===== src/rtl/alu_mt_pipe.sv =====
// alu_mt_pipe: handshaked multi-thread execute ALU. Runs RV32I integer,
// LUI/AUIPC, jump and branch ops in one cycle; shifts go through an
// iterative shifter moving SHIFT_STEP bits per cycle. Each accepted request
// yields exactly one registered, thread-tagged writeback/redirect packet.
module alu_mt_pipe #(
  parameter int XLEN       = 32,
  parameter int PC_W       = 30,
  parameter int THREAD_W   = 2,
  parameter int SHIFT_STEP = 8
) (
  input  logic                clk,
  input  logic                rst,
  input  logic                in_valid,
  output logic                in_ready,
  input  logic [2:0]          op,
  input  logic [2:0]          funct3,
  input  logic                alt,
  input  logic [XLEN-1:0]     rs1_data,
  input  logic [XLEN-1:0]     rs2_data,
  input  logic [XLEN-1:0]     imm,
  input  logic [PC_W-1:0]     pc,
  input  logic                rd_en,
  input  logic [4:0]          rd_addr,
  input  logic [THREAD_W-1:0] thread_id,
  output logic                out_valid,
  input  logic                out_ready,
  output logic                out_rd_en,
  output logic [4:0]          out_rd_addr,
  output logic [XLEN-1:0]     out_rd_data,
  output logic [THREAD_W-1:0] out_thread_id,
  output logic                out_redirect,
  output logic [PC_W-1:0]     out_new_pc,
  output logic                out_misalign,
  output logic                busy
);

  localparam int SH_W = $clog2(XLEN);
  // A step as wide as the datapath means shifts finish in the issue cycle.
  localparam bit ITER = (SHIFT_STEP < XLEN);

  localparam logic [2:0] OP_REG    = 3'd0;
  localparam logic [2:0] OP_IMM    = 3'd1;
  localparam logic [2:0] OP_LUI    = 3'd2;
  localparam logic [2:0] OP_AUIPC  = 3'd3;
  localparam logic [2:0] OP_JAL    = 3'd4;
  localparam logic [2:0] OP_JALR   = 3'd5;
  localparam logic [2:0] OP_BRANCH = 3'd6;

  typedef enum logic {IDLE, SHIFT} state_t;
  state_t state_reg;

  // Datapath for the request currently presented at the input.
  logic [XLEN-1:0] op2, sum, pc_byte, pc_rel, link, target, alu_res, res_data, shift_full;
  logic [XLEN:0]   diff;
  logic [PC_W-1:0] pc_inc, next_pc;
  logic [SH_W-1:0] shamt;
  logic            ovf, lt_s, lt_u, eq, cond, taken, misalign, rd_en_eff;
  logic            is_alu, is_shift, start_shift, sra, accept;
  logic            unused_bits;

  // Iterative shifter state plus the tag of the instruction being shifted.
  logic [XLEN-1:0]     sh_val_reg, sh_step_val;
  logic [SH_W-1:0]     sh_rem_reg, sh_step;
  logic                sh_left_reg, sh_sra_reg, sh_rd_en_reg;
  logic [4:0]          sh_rd_addr_reg;
  logic [THREAD_W-1:0] sh_tid_reg;
  logic [PC_W-1:0]     sh_pc_reg;

  assign in_ready = !rst && (state_reg == IDLE) && (!out_valid || out_ready);
  assign accept   = in_valid && in_ready;
  assign busy     = (state_reg == SHIFT);

  assign is_alu = (op == OP_REG) || (op == OP_IMM);
  assign op2    = ((op == OP_REG) || (op == OP_BRANCH)) ? rs2_data : imm;
  assign sum    = rs1_data + op2;
  // One subtractor gives SUB, the signed compare (sign ^ overflow) and the borrow.
  assign diff   = {1'b0, rs1_data} - {1'b0, op2};
  assign ovf    = (rs1_data[XLEN-1] != op2[XLEN-1]) && (diff[XLEN-1] != rs1_data[XLEN-1]);
  assign lt_s   = diff[XLEN-1] ^ ovf;
  assign lt_u   = diff[XLEN];
  assign eq     = (rs1_data == op2);

  assign shamt       = op2[SH_W-1:0];
  assign sra         = alt && (funct3 == 3'b101);
  assign is_shift    = is_alu && (funct3[1:0] == 2'b01);
  assign start_shift = ITER && is_shift;

  assign pc_byte = XLEN'({pc, 2'b00});
  assign pc_inc  = pc + PC_W'(1);
  assign link    = XLEN'({pc_inc, 2'b00});
  assign pc_rel  = pc_byte + imm;
  // For JALR op2 is imm, so the shared adder already holds rs1+imm.
  assign target  = (op == OP_JALR) ? {sum[XLEN-1:1], 1'b0} : pc_rel;
  assign unused_bits = target[0];

  generate
    if (ITER) begin : g_iter_shift
      assign shift_full = '0;
    end else begin : g_comb_shift
      assign shift_full = !funct3[2] ? (rs1_data << shamt) :
                          sra ? $unsigned($signed(rs1_data) >>> shamt) : (rs1_data >> shamt);
    end
  endgenerate

  // Integer result for the REG/IMM classes; alt only means SUB for REG.
  always_comb begin
    alu_res = '0;
    case (funct3)
      3'b000:         alu_res = ((op == OP_REG) && alt) ? diff[XLEN-1:0] : sum;
      3'b001, 3'b101: alu_res = shift_full;
      3'b010:         alu_res = XLEN'(lt_s);
      3'b011:         alu_res = XLEN'(lt_u);
      3'b100:         alu_res = rs1_data ^ op2;
      3'b110:         alu_res = rs1_data | op2;
      default:        alu_res = rs1_data & op2;
    endcase
  end

  // Branch condition, redirect decision and writeback data selection.
  always_comb begin
    cond = 1'b0;
    case (funct3)
      3'b000:  cond = eq;
      3'b001:  cond = !eq;
      3'b100:  cond = lt_s;
      3'b101:  cond = !lt_s;
      3'b110:  cond = lt_u;
      3'b111:  cond = !lt_u;
      default: cond = 1'b0;
    endcase
    taken    = (op == OP_JAL) || (op == OP_JALR) || ((op == OP_BRANCH) && cond);
    misalign = taken && target[1];
    next_pc  = taken ? target[PC_W+1:2] : pc_inc;
    res_data = '0;
    case (op)
      OP_REG, OP_IMM:  res_data = alu_res;
      OP_LUI:          res_data = imm;
      OP_AUIPC:        res_data = pc_rel;
      OP_JAL, OP_JALR: res_data = link;
      default:         res_data = '0;
    endcase
    rd_en_eff = rd_en && (rd_addr != 5'd0) && !misalign && is_alu_or_wb(op);
  end

  function automatic logic is_alu_or_wb(input logic [2:0] o);
    return (o != OP_BRANCH) && (o != 3'd7);
  endfunction

  // One shifter step: never more than what is left of shamt.
  always_comb begin
    sh_step     = (sh_rem_reg > SH_W'(SHIFT_STEP)) ? SH_W'(SHIFT_STEP) : sh_rem_reg;
    sh_step_val = sh_left_reg ? (sh_val_reg << sh_step) :
                  sh_sra_reg  ? $unsigned($signed(sh_val_reg) >>> sh_step) : (sh_val_reg >> sh_step);
  end

  // Control FSM and registered output packet; a drained packet clears valid
  // unless a new result lands on the same edge.
  always_ff @(posedge clk) begin
    if (rst) begin
      state_reg      <= IDLE;
      out_valid      <= 1'b0;
      out_rd_en      <= 1'b0;
      out_rd_addr    <= '0;
      out_rd_data    <= '0;
      out_thread_id  <= '0;
      out_redirect   <= 1'b0;
      out_new_pc     <= '0;
      out_misalign   <= 1'b0;
      sh_val_reg     <= '0;
      sh_rem_reg     <= '0;
      sh_left_reg    <= 1'b0;
      sh_sra_reg     <= 1'b0;
      sh_rd_en_reg   <= 1'b0;
      sh_rd_addr_reg <= '0;
      sh_tid_reg     <= '0;
      sh_pc_reg      <= '0;
    end else begin
      if (out_valid && out_ready) out_valid <= 1'b0;
      case (state_reg)
        IDLE: begin
          if (accept) begin
            if (start_shift) begin
              state_reg      <= SHIFT;
              sh_val_reg     <= rs1_data;
              sh_rem_reg     <= shamt;
              sh_left_reg    <= !funct3[2];
              sh_sra_reg     <= sra;
              sh_rd_en_reg   <= rd_en_eff;
              sh_rd_addr_reg <= rd_addr;
              sh_tid_reg     <= thread_id;
              sh_pc_reg      <= pc_inc;
            end else begin
              out_valid     <= 1'b1;
              out_rd_en     <= rd_en_eff;
              out_rd_addr   <= rd_addr;
              out_rd_data   <= res_data;
              out_thread_id <= thread_id;
              out_redirect  <= taken;
              out_new_pc    <= next_pc;
              out_misalign  <= misalign;
            end
          end
        end
        SHIFT: begin
          sh_val_reg <= sh_step_val;
          sh_rem_reg <= sh_rem_reg - sh_step;
          if (sh_rem_reg == sh_step) begin
            state_reg     <= IDLE;
            out_valid     <= 1'b1;
            out_rd_en     <= sh_rd_en_reg;
            out_rd_addr   <= sh_rd_addr_reg;
            out_rd_data   <= sh_step_val;
            out_thread_id <= sh_tid_reg;
            out_redirect  <= 1'b0;
            out_new_pc    <= sh_pc_reg;
            out_misalign  <= 1'b0;
          end
        end
        default: state_reg <= IDLE;
      endcase
    end
  end

endmodule


===== config.mk =====
export PLATFORM = sky130hd
export DESIGN_NAME = alu_mt_pipe
export DESIGN_NICKNAME = d
export VERILOG_FILES = /design/src/rtl/alu_mt_pipe.sv
export SDC_FILE = /design/constraint.sdc
export NUM_CORES = 1
export LEC_CHECK = 0
export ABC_AREA = 1
export BUFFER_PORTS_ARGS = -buffer_cell sky130_fd_sc_hd__buf_2
export CELL_PAD_IN_SITES_DETAIL_PLACEMENT = 2
export CELL_PAD_IN_SITES_GLOBAL_PLACEMENT = 2
export CORE_ASPECT_RATIO = 1.2
export CORE_MARGIN = 2
export CORE_UTILIZATION = 32
export CTS_BUF_LIST = sky130_fd_sc_hd__clkbuf_2 sky130_fd_sc_hd__clkbuf_4 sky130_fd_sc_hd__clkbuf_8
export CTS_CLUSTER_DIAMETER = 120
export DETAILED_ROUTE_END_ITERATION = 6
export HOLD_SLACK_MARGIN = 0.15
export MAX_ROUTING_LAYER = met4
export PLACE_DENSITY_LB_ADDON = 0.2
export SLEW_MARGIN = 15
export SYNTH_ARGS = -nofsm -noshare
export SYNTH_HDL_FRONTEND = slang
export SYNTH_SLANG_ARGS = --single-unit

===== constraint.sdc =====
create_clock -name clk -period 7.6 [get_ports clk]
set_input_delay 1.52 -clock clk [delete_from_list [all_inputs] [get_ports clk]]
set_output_delay 1.52 -clock clk [all_outputs]
set_load 0.02 [all_outputs]

==> flow_metrics.env, run 1 <==
export IMPL_status="finished, final reports clean"
export IMPL_r2r_setup_slack_ns=3.64
export IMPL_die_width_um=232
export IMPL_design_final_nets=4032
export IMPL_post_route_min_period_ns=6.41
export IMPL_timing_critical_path_mode_cell="sky130_fd_sc_hd__nand2_1"
export IMPL_cp_slowest_stage_delay_ns=0.44
export IMPL_cts_repair_resized=0
export IMPL_syn_avg_cell_area_um2=5.49
export IMPL_syn_area_mm2=0.0200
export IMPL_worst_setup_path_startpoint="op[1]"
export IMPL_core_region_area_mm2=0.0619
export IMPL_multiInputGateArea_mm2=0.0144
export IMPL_initial_utilization_pct=32.3
export IMPL_critPathBufInv=5
export IMPL_critPathRequiredTime_ns=7.93
export IMPL_ir_drop_v=0.000112
export IMPL_floorplan_die_area_mm2=0.0646
export IMPL_slew_hr_pct=24.0
export IMPL_gp_congestion=1.04
export IMPL_postSynthCellCount=3650
export IMPL_netlist_top_cells_area="sky130_fd_sc_hd__nand2_1, sky130_fd_sc_hd__dfxtp_1, sky130_fd_sc_hd__inv_1"
export IMPL_worstPathArrival_ns=6.74
export IMPL_power_density_cell_area_mw_per_mm2=141
export IMPL_synth_enable_flop_cells=0
export IMPL_drc_errors=0
export IMPL_grt_pass1_wl_um=180000
export IMPL_dp_hpwl_um=104000
export IMPL_cts_hold_buffers=0
export IMPL_floorplan_io_pins=220
export IMPL_hold_path_class="reg2reg"
export IMPL_fill_cells=8328
export IMPL_synth_fp_nets=3926
export IMPL_drv_cap=0
export IMPL_cts_tree="done"
export IMPL_period_share_pct=84.4
export IMPL_ys_flop_type="sky130_fd_sc_hd__dfxtp_1"
export IMPL_drt_pass1_iterations=5
export IMPL_critPathMaxFanout=19
export IMPL_worst_path_max_delay_cell="sky130_fd_sc_hd__ha_1"
export IMPL_grt_max_degree=87
export IMPL_rsz0062_at_grt="false"
export IMPL_fmax_mhz=156
export IMPL_timing_setup_tns_ns=0
export IMPL_power_leakage_nw=11.4
export IMPL_num_rows=100
export IMPL_yosys_cell_count_top_type="sky130_fd_sc_hd__nand2_1"
export IMPL_clk_latency_ns=0.50
export IMPL_critical_path_reg2reg_startpoint="sh_rem_reg[4]$_SDFFE_PP0P_"
export IMPL_grtUsageTotal_pct=39.1
export IMPL_finalHoldViolations=0
export IMPL_first_iter_violations=2095
export IMPL_worst_r2r_cell_count=17
export IMPL_final_count_of_negative_setup_slack_endpoints=0
export IMPL_clockBufferDepth=2
export IMPL_post_route_cells_drive_above_1_share_pct=10.1
export IMPL_dr_vias=26500
export IMPL_cp_end_kind="register"
export IMPL_synth_cell_type_count=59
export IMPL_critical_path_depth=30
export IMPL_max_slew_worst_pin_slew_ns=1.14
export IMPL_post_route_antenna_net_violation_count=0
export IMPL_r2r_end="out_rd_data[20]$_SDFFE_PP0P_"
export IMPL_critical_path_endpoint="out_new_pc[15]$_SDFFE_PP0P_"
export IMPL_clk_pin_slew_worst_paths_ns=0.10
export IMPL_clock_skew_ns=0.0281
export IMPL_cts_buffer_count=17
export IMPL_htree_levels=4
export IMPL_ys_top_cells_by_count="sky130_fd_sc_hd__nand2_1, sky130_fd_sc_hd__inv_1, sky130_fd_sc_hd__nand3_1"
export IMPL_number_of_register_bits_inferred_by_synthesis=151
export IMPL_setup_worst_path_start_class="input pin"
export IMPL_synthesis_yosys_warnings=0
export IMPL_io_buffer_count=219
export IMPL_synth_largest_area_cell="sky130_fd_sc_hd__nand2_1"
export IMPL_die_h_um=278
export IMPL_seq_area_mm2=0.00302
export IMPL_clkSinkCount=151
export IMPL_root_buffer="sky130_fd_sc_hd__clkbuf_8"
export IMPL_worst_path_dominant_cell_family="simple AND/OR/NAND/NOR gates"
export IMPL_ys_async_sr_fraction_pct=0
export IMPL_postCtsSetupRepairBufs=0
export IMPL_finalMaxSlewViolations=0
export IMPL_layout_area_overhead_vs_synth_pct=10.6
export IMPL_initial_antenna_violation_count=15
export IMPL_route_final_wire_length_um=126000
export IMPL_detail_route_wl_per_cell_um=27.4
export IMPL_final_core_utilization_pct=35.8
export IMPL_overflow=0
export IMPL_worst_setup_path_type="in2reg"
export IMPL_first_global_vias=27100
export IMPL_avgViaCountPerCell=5.78
export IMPL_yosys_area_top_type_share_pct=19.7
export IMPL_yosysSeqAreaShare_pct=15.1
## cell usage in the layout, fill, tap and decap left out, drive strengths merged, types with 7 or more instances in the layout
master  instances
nor4            9
nand3b         10
nand3         340
or2            20
a31oi          17
xor2           41
ha            127
a21oi         300
o21a            7
o21ai         341
xnor2           7
diode           8
o21bai         19
nor2          293
nand2        1070
o211ai         28
inv           515
nor3           48
o22ai          26
dfxtp         151
a21o            7
nand4          40
a22o           15
buf           260
clkbuf         18
a22oi          12
## layout make-up
cell class | instances | area share (%)
well taps | 816 | 4.61
clock buffers | 18 | 1.12
clock inverters | 14 | 0.723
inverters | 509 | 8.64
repair buffers | 260 | 6.34
diodes | 8 | 0.0904
flip-flops and latches | 151 | 13.7
multi-input cells | 2817 | 64.8
## power breakdown
part,internal (W),switching [W]
clock,0.000283,0.000381
sequential,0.000824,0.0000277
combinational,0.000414,0.00119
total,0.00152,0.00160
## how the worst min path moves through the flow
stage / from / endpoint / depth (start not counted)
2_1_floorplan: sh_rd_addr_reg[0]$_SDFFE_PP0P_ / sh_rd_addr_reg[0]$_SDFFE_PP0P_ / 2
3_3_place_gp: sh_rd_addr_reg[0]$_SDFFE_PP0P_ / sh_rd_addr_reg[0]$_SDFFE_PP0P_ / 2
3_5_place_dp: out_new_pc[27]$_SDFFE_PP0P_ / out_new_pc[27]$_SDFFE_PP0P_ / 2
4_1_cts: sh_rd_addr_reg[3]$_SDFFE_PP0P_ / out_rd_addr[3]$_SDFFE_PP0P_ / 2
5_1_grt: sh_tid_reg[0]$_SDFFE_PP0P_ / sh_tid_reg[0]$_SDFFE_PP0P_ / 2
6_report: out_new_pc[27]$_SDFFE_PP0P_ / out_new_pc[27]$_SDFFE_PP0P_ / 2
## layer usage
layer  share of wire (%)  track usage, %  vias up
met1                  40            45.2    13200
met2                  47            63.7      972
met5                   0               -        -
met4                 8.0            26.2        0
li1                    -               -    12100
met3                 4.9            4.13      318
## tightest hold or removal path, cell delays in order (launching register included)
cell and delay, ns:
sky130_fd_sc_hd__dfxtp_1 0.32, sky130_fd_sc_hd__nand2_1 0.06, sky130_fd_sc_hd__a21oi_1 0.06
## per-stage QoR
| step | cells | area, um2 | worst slack [ns] | hold slack [ns] | total power (W) |
|---|---|---|---|---|---|
| after floorplan | 3650 | 20000 | 1.68 | 0.441 | 0.00176 |
| after global placement | 4553 | 21700 | 1.04 | 0.451 | 0.00239 |
| after detailed placement | 4553 | 21700 | 0.827 | 0.460 | 0.00243 |
| after CTS | 4585 | 22100 | 1.35 | 0.467 | 0.00309 |
| after global routing | 4592 | 22100 | 0.728 | 0.499 | 0.00327 |
| final | 4593 | 22100 | 1.19 | 0.474 | 0.00312 |
## cell families (layout without fill, tap and decap cells)
| logic type | count (synthesis) | in the layout | synth area share (%) |
|---|---|---|---|
| AO/OA/AOI/OAI | 792 | 792 | 21.8 |
| XOR/XNOR | 48 | 48 | 2.10 |
| adder cells (fa/ha/maj) | 131 | 131 | 8.33 |
| buffers and inverters | 682 | 801 | 13.5 |
| flip-flops | 151 | 151 | 15.1 |
| multiplexers | 6 | 6 | 0.362 |
| other | 1 | 9 | 0.0187 |
| AND/OR/NAND/NOR | 1839 | 1839 | 38.8 |
Note: power is estimated with default switching activity, not from simulation.
==> run 2, diff against run 1 <==
--- a/config.mk
+++ b/config.mk
@@ -5,13 +5,13 @@
 export SDC_FILE = /design/constraint.sdc
 export NUM_CORES = 1
 export LEC_CHECK = 0
-export ABC_AREA = 1
+export ABC_AREA = 0
 export BUFFER_PORTS_ARGS = -buffer_cell sky130_fd_sc_hd__buf_2
 export CELL_PAD_IN_SITES_DETAIL_PLACEMENT = 2
 export CELL_PAD_IN_SITES_GLOBAL_PLACEMENT = 2
 export CORE_ASPECT_RATIO = 1.2
 export CORE_MARGIN = 2
-export CORE_UTILIZATION = 32
+export CORE_UTILIZATION = 35
 export CTS_BUF_LIST = sky130_fd_sc_hd__clkbuf_2 sky130_fd_sc_hd__clkbuf_4 sky130_fd_sc_hd__clkbuf_8
 export CTS_CLUSTER_DIAMETER = 120
 export DETAILED_ROUTE_END_ITERATION = 6
==> constraint.sdc (replaced) <==
create_clock -name clk -period 6.61 [get_ports clk]
set_input_delay 1.322 -clock clk [delete_from_list [all_inputs] [get_ports clk]]
set_output_delay 1.322 -clock clk [all_outputs]
set_load 0.02 [all_outputs]
==> run 2 against run 1 <==
Compared with the run above: routed wire length down 11%; critical path depth unchanged; via count shrank 17%; sequential share of layout area increased by 0.74 points; final area down 5.1%; register-to-register slack lost 1.1 ns; clock-buffer cell count fell by 1; worst setup slack worse by 0.92 ns; synthesized area down 10%; combinational power is 7% higher; critical path type unchanged; critical endpoint is now out_new_pc[26]$_SDFFE_PP0P_; largest cell class unchanged; highest routed layer unchanged.
==> flow_metrics.env, run 2 <==
export IMPL_first_global_vias=23200
export IMPL_initial_antenna_violation_count=11
export IMPL_yosys_cell_count_top_type="sky130_fd_sc_hd__nor2_1"
export IMPL_initial_utilization_pct=35.2
export IMPL_setup_worst_path_start_class="input pin"
export IMPL_drt_pass1_iterations=7
export IMPL_first_iter_violations=1895
export IMPL_finalMaxSlewViolations=0
export IMPL_max_slew_worst_pin_slew_ns=1.26
export IMPL_io_buffer_count=219
export IMPL_overflow=0
export IMPL_ys_async_sr_fraction_pct=0
export IMPL_final_core_utilization_pct=41.1
export IMPL_power_leakage_nw=9.00
export IMPL_core_region_area_mm2=0.0511
export IMPL_power_density_cell_area_mw_per_mm2=168
export IMPL_synth_largest_area_cell="sky130_fd_sc_hd__dfxtp_1"
export IMPL_status="finished, final reports clean"
export IMPL_ys_flop_type="sky130_fd_sc_hd__dfxtp_1"
export IMPL_fmax_mhz=158
export IMPL_critPathMaxFanout=11
export IMPL_num_rows=91
export IMPL_grt_pass1_wl_um=162000
export IMPL_netlist_top_cells_area="sky130_fd_sc_hd__dfxtp_1, sky130_fd_sc_hd__ha_1, sky130_fd_sc_hd__nor2_1"
export IMPL_finalHoldViolations=0
export IMPL_hold_path_class="reg2reg"
export IMPL_synthesis_yosys_warnings=0
export IMPL_post_place_cells=3386
export IMPL_htree_levels=4
export IMPL_most_common_layout_cells="sky130_fd_sc_hd__nor2_1, sky130_fd_sc_hd__a21oi_1, sky130_fd_sc_hd__buf_2, sky130_fd_sc_hd__nand2_1, sky130_fd_sc_hd__o21ai_0"
export IMPL_cts_buffer_count=17
export IMPL_worst_setup_path_startpoint="op[1]"
export IMPL_clockBufferDepth=2
export IMPL_seq_area_mm2=0.00303
export IMPL_critPathRequiredTime_ns=6.99
export IMPL_floorplan_die_area_mm2=0.0533
export IMPL_clk_pin_slew_worst_paths_ns=0.10
export IMPL_postSynthCellCount=2544
export IMPL_critical_path_reg2reg_startpoint="sh_rem_reg[0]$_SDFFE_PP0P_"
export IMPL_synth_enable_flop_cells=0
export IMPL_clock_skew_ns=0.0181
export IMPL_multiInputGateArea_mm2=0.0139
export IMPL_final_cells=3427
export IMPL_cts_hold_buffers=0
export IMPL_ys_top_cells_by_count="sky130_fd_sc_hd__nor2_1, sky130_fd_sc_hd__a21oi_1, sky130_fd_sc_hd__nand2_1"
export IMPL_worst_path_max_delay_cell="sky130_fd_sc_hd__fa_1"
export IMPL_drc_errors=0
export IMPL_die_width_um=211
export IMPL_cp_end_kind="register"
export IMPL_number_of_register_bits_inferred_by_synthesis=151
export IMPL_fill_cells=6161
export IMPL_layout_cells_most_common="sky130_fd_sc_hd__nor2_1"
export IMPL_synth_cell_type_count=90
export IMPL_design_final_nets=3030
export IMPL_dr_vias=22100
export IMPL_avgViaCountPerCell=6.46
export IMPL_slew_hr_pct=13.6
export IMPL_clk_latency_ns=0.53
export IMPL_dp_hpwl_um=89000
export IMPL_period_share_pct=95.9
export IMPL_clkSinkCount=151
export IMPL_worstPathArrival_ns=6.72
export IMPL_worst_setup_path_type="in2reg"
export IMPL_detail_route_wl_per_cell_um=32.8
export IMPL_gp_congestion=1.01
export IMPL_root_buffer="sky130_fd_sc_hd__clkbuf_8"
export IMPL_layout_area_overhead_vs_synth_pct=16.6
export IMPL_drv_cap=0
export IMPL_post_route_min_period_ns=6.34
export IMPL_route_final_wire_length_um=112000
export IMPL_rsz0062_at_grt="false"
export IMPL_timing_setup_tns_ns=0
export IMPL_yosysSeqAreaShare_pct=16.8
export IMPL_grtUsageTotal_pct=42.8
export IMPL_cts_tree="done"
export IMPL_post_route_antenna_net_violation_count=0
export IMPL_syn_avg_cell_area_um2=7.08
export IMPL_grt_max_degree=80
export IMPL_synth_fp_nets=2820
export IMPL_hold_path_startpoint="sh_pc_reg[1]$_SDFFE_PP0P_"
export IMPL_post_route_cells_drive_above_1_share_pct=18.9
export IMPL_die_h_um=253
export IMPL_floorplan_io_pins=220
export IMPL_syn_area_mm2=0.0180
export IMPL_yosys_area_top_type_share_pct=16.8
export IMPL_ir_drop_v=0.000112
export IMPL_cp_slowest_stage_delay_ns=0.40
export IMPL_final_count_of_negative_setup_slack_endpoints=0
run 2: cell count changes after synthesis, moves of 50 or more:
cell,delta
sky130_fd_sc_hd__inv_1,-378
sky130_fd_sc_hd__mux2i_1,+126
sky130_fd_sc_hd__o21ai_0,-106
sky130_fd_sc_hd__nand2_1,-863
sky130_fd_sc_hd__nor2_1,+84
sky130_fd_sc_hd__nand3_1,-296
sky130_fd_sc_hd__xnor2_1,+50
sky130_fd_sc_hd__a211oi_1,+70
run 2: cells by family after synthesis:
family / Yosys count / synth area share, %
flops: 151 / 16.8
buf+inv: 311 / 6.76
xor+xnor: 96 / 4.67
other cells: 1 / 0.0208
simple gates: 801 / 20.0
compound gates: 872 / 31.3
mux: 181 / 11.2
fa+ha+maj: 131 / 9.26
run 2: path summary, 6_finish.rpt:
kind | end | slack, ns | cells past startpoint
max reg2reg | out_rd_data[24]$_SDFFE_PP0P_ | 2.50 | 12
min | sh_pc_reg[1]$_SDFFE_PP0P_ | 0.47 | 2
min reg2reg | sh_pc_reg[1]$_SDFFE_PP0P_ | 0.47 | 2
max | out_new_pc[26]$_SDFFE_PP0P_ | 0.27 | 30
run 2: per-stage QoR:
step                      hold WS, ns  area [um2]  power [W]  setup WS [ns]
after global placement          0.441       20500    0.00264         -0.303
final                           0.468       21000    0.00354          0.272
after floorplan                 0.436       18000    0.00191        0.00445
after CTS                       0.471       21000    0.00351         0.0552
after global routing            0.496       21000    0.00367        0.00940
after detailed placement        0.456       20500    0.00268         -0.496
run 2: worst max-delay path, delay by kind of cell:
family | cells | cell delay [ns]
compound gates | 14 | 2.25
buf+inv | 8 | 1.22
simple gates | 4 | 0.85
fa+ha+maj | 2 | 0.58
mux | 1 | 0.37
xor+xnor | 1 | 0.13
run 2: area by class of cell:
cell class / instances / area share [%]
clock inverters: 15 / 0.887
repair buffers: 388 / 11.6
multi-input cells: 2082 / 66.0
inverters: 114 / 2.04
well taps: 651 / 3.88
flip-flops and latches: 151 / 14.4
clock buffers: 17 / 1.11
diodes: 9 / 0.107
run 2: repair_timing:
action,4_1_cts,5_1_grt
setup buffers,0,0
setup endpoints to repair,0,33
gates resized for setup,0,7
run 2: where the power goes:
part / internal (W) / switching, W / total (W)
Combinational: 0.000584 / 0.00114 / 0.00172
Clock: 0.000352 / 0.000472 / 0.000825
Sequential: 0.000952 / 0.0000387 / 0.000990
Total: 0.00189 / 0.00165 / 0.00354
run 2: routing by layer:
| metal | track usage, % | wire [um] | vias up |
|---|---|---|---|
| met5 | - | 0 | - |
| met4 | 34.9 | 11100 | 0 |
| met3 | 4.46 | 4950 | 323 |
| met2 | 68.5 | 52400 | 832 |
| met1 | 48.5 | 43900 | 11300 |
| li1 | - | - | 9690 |
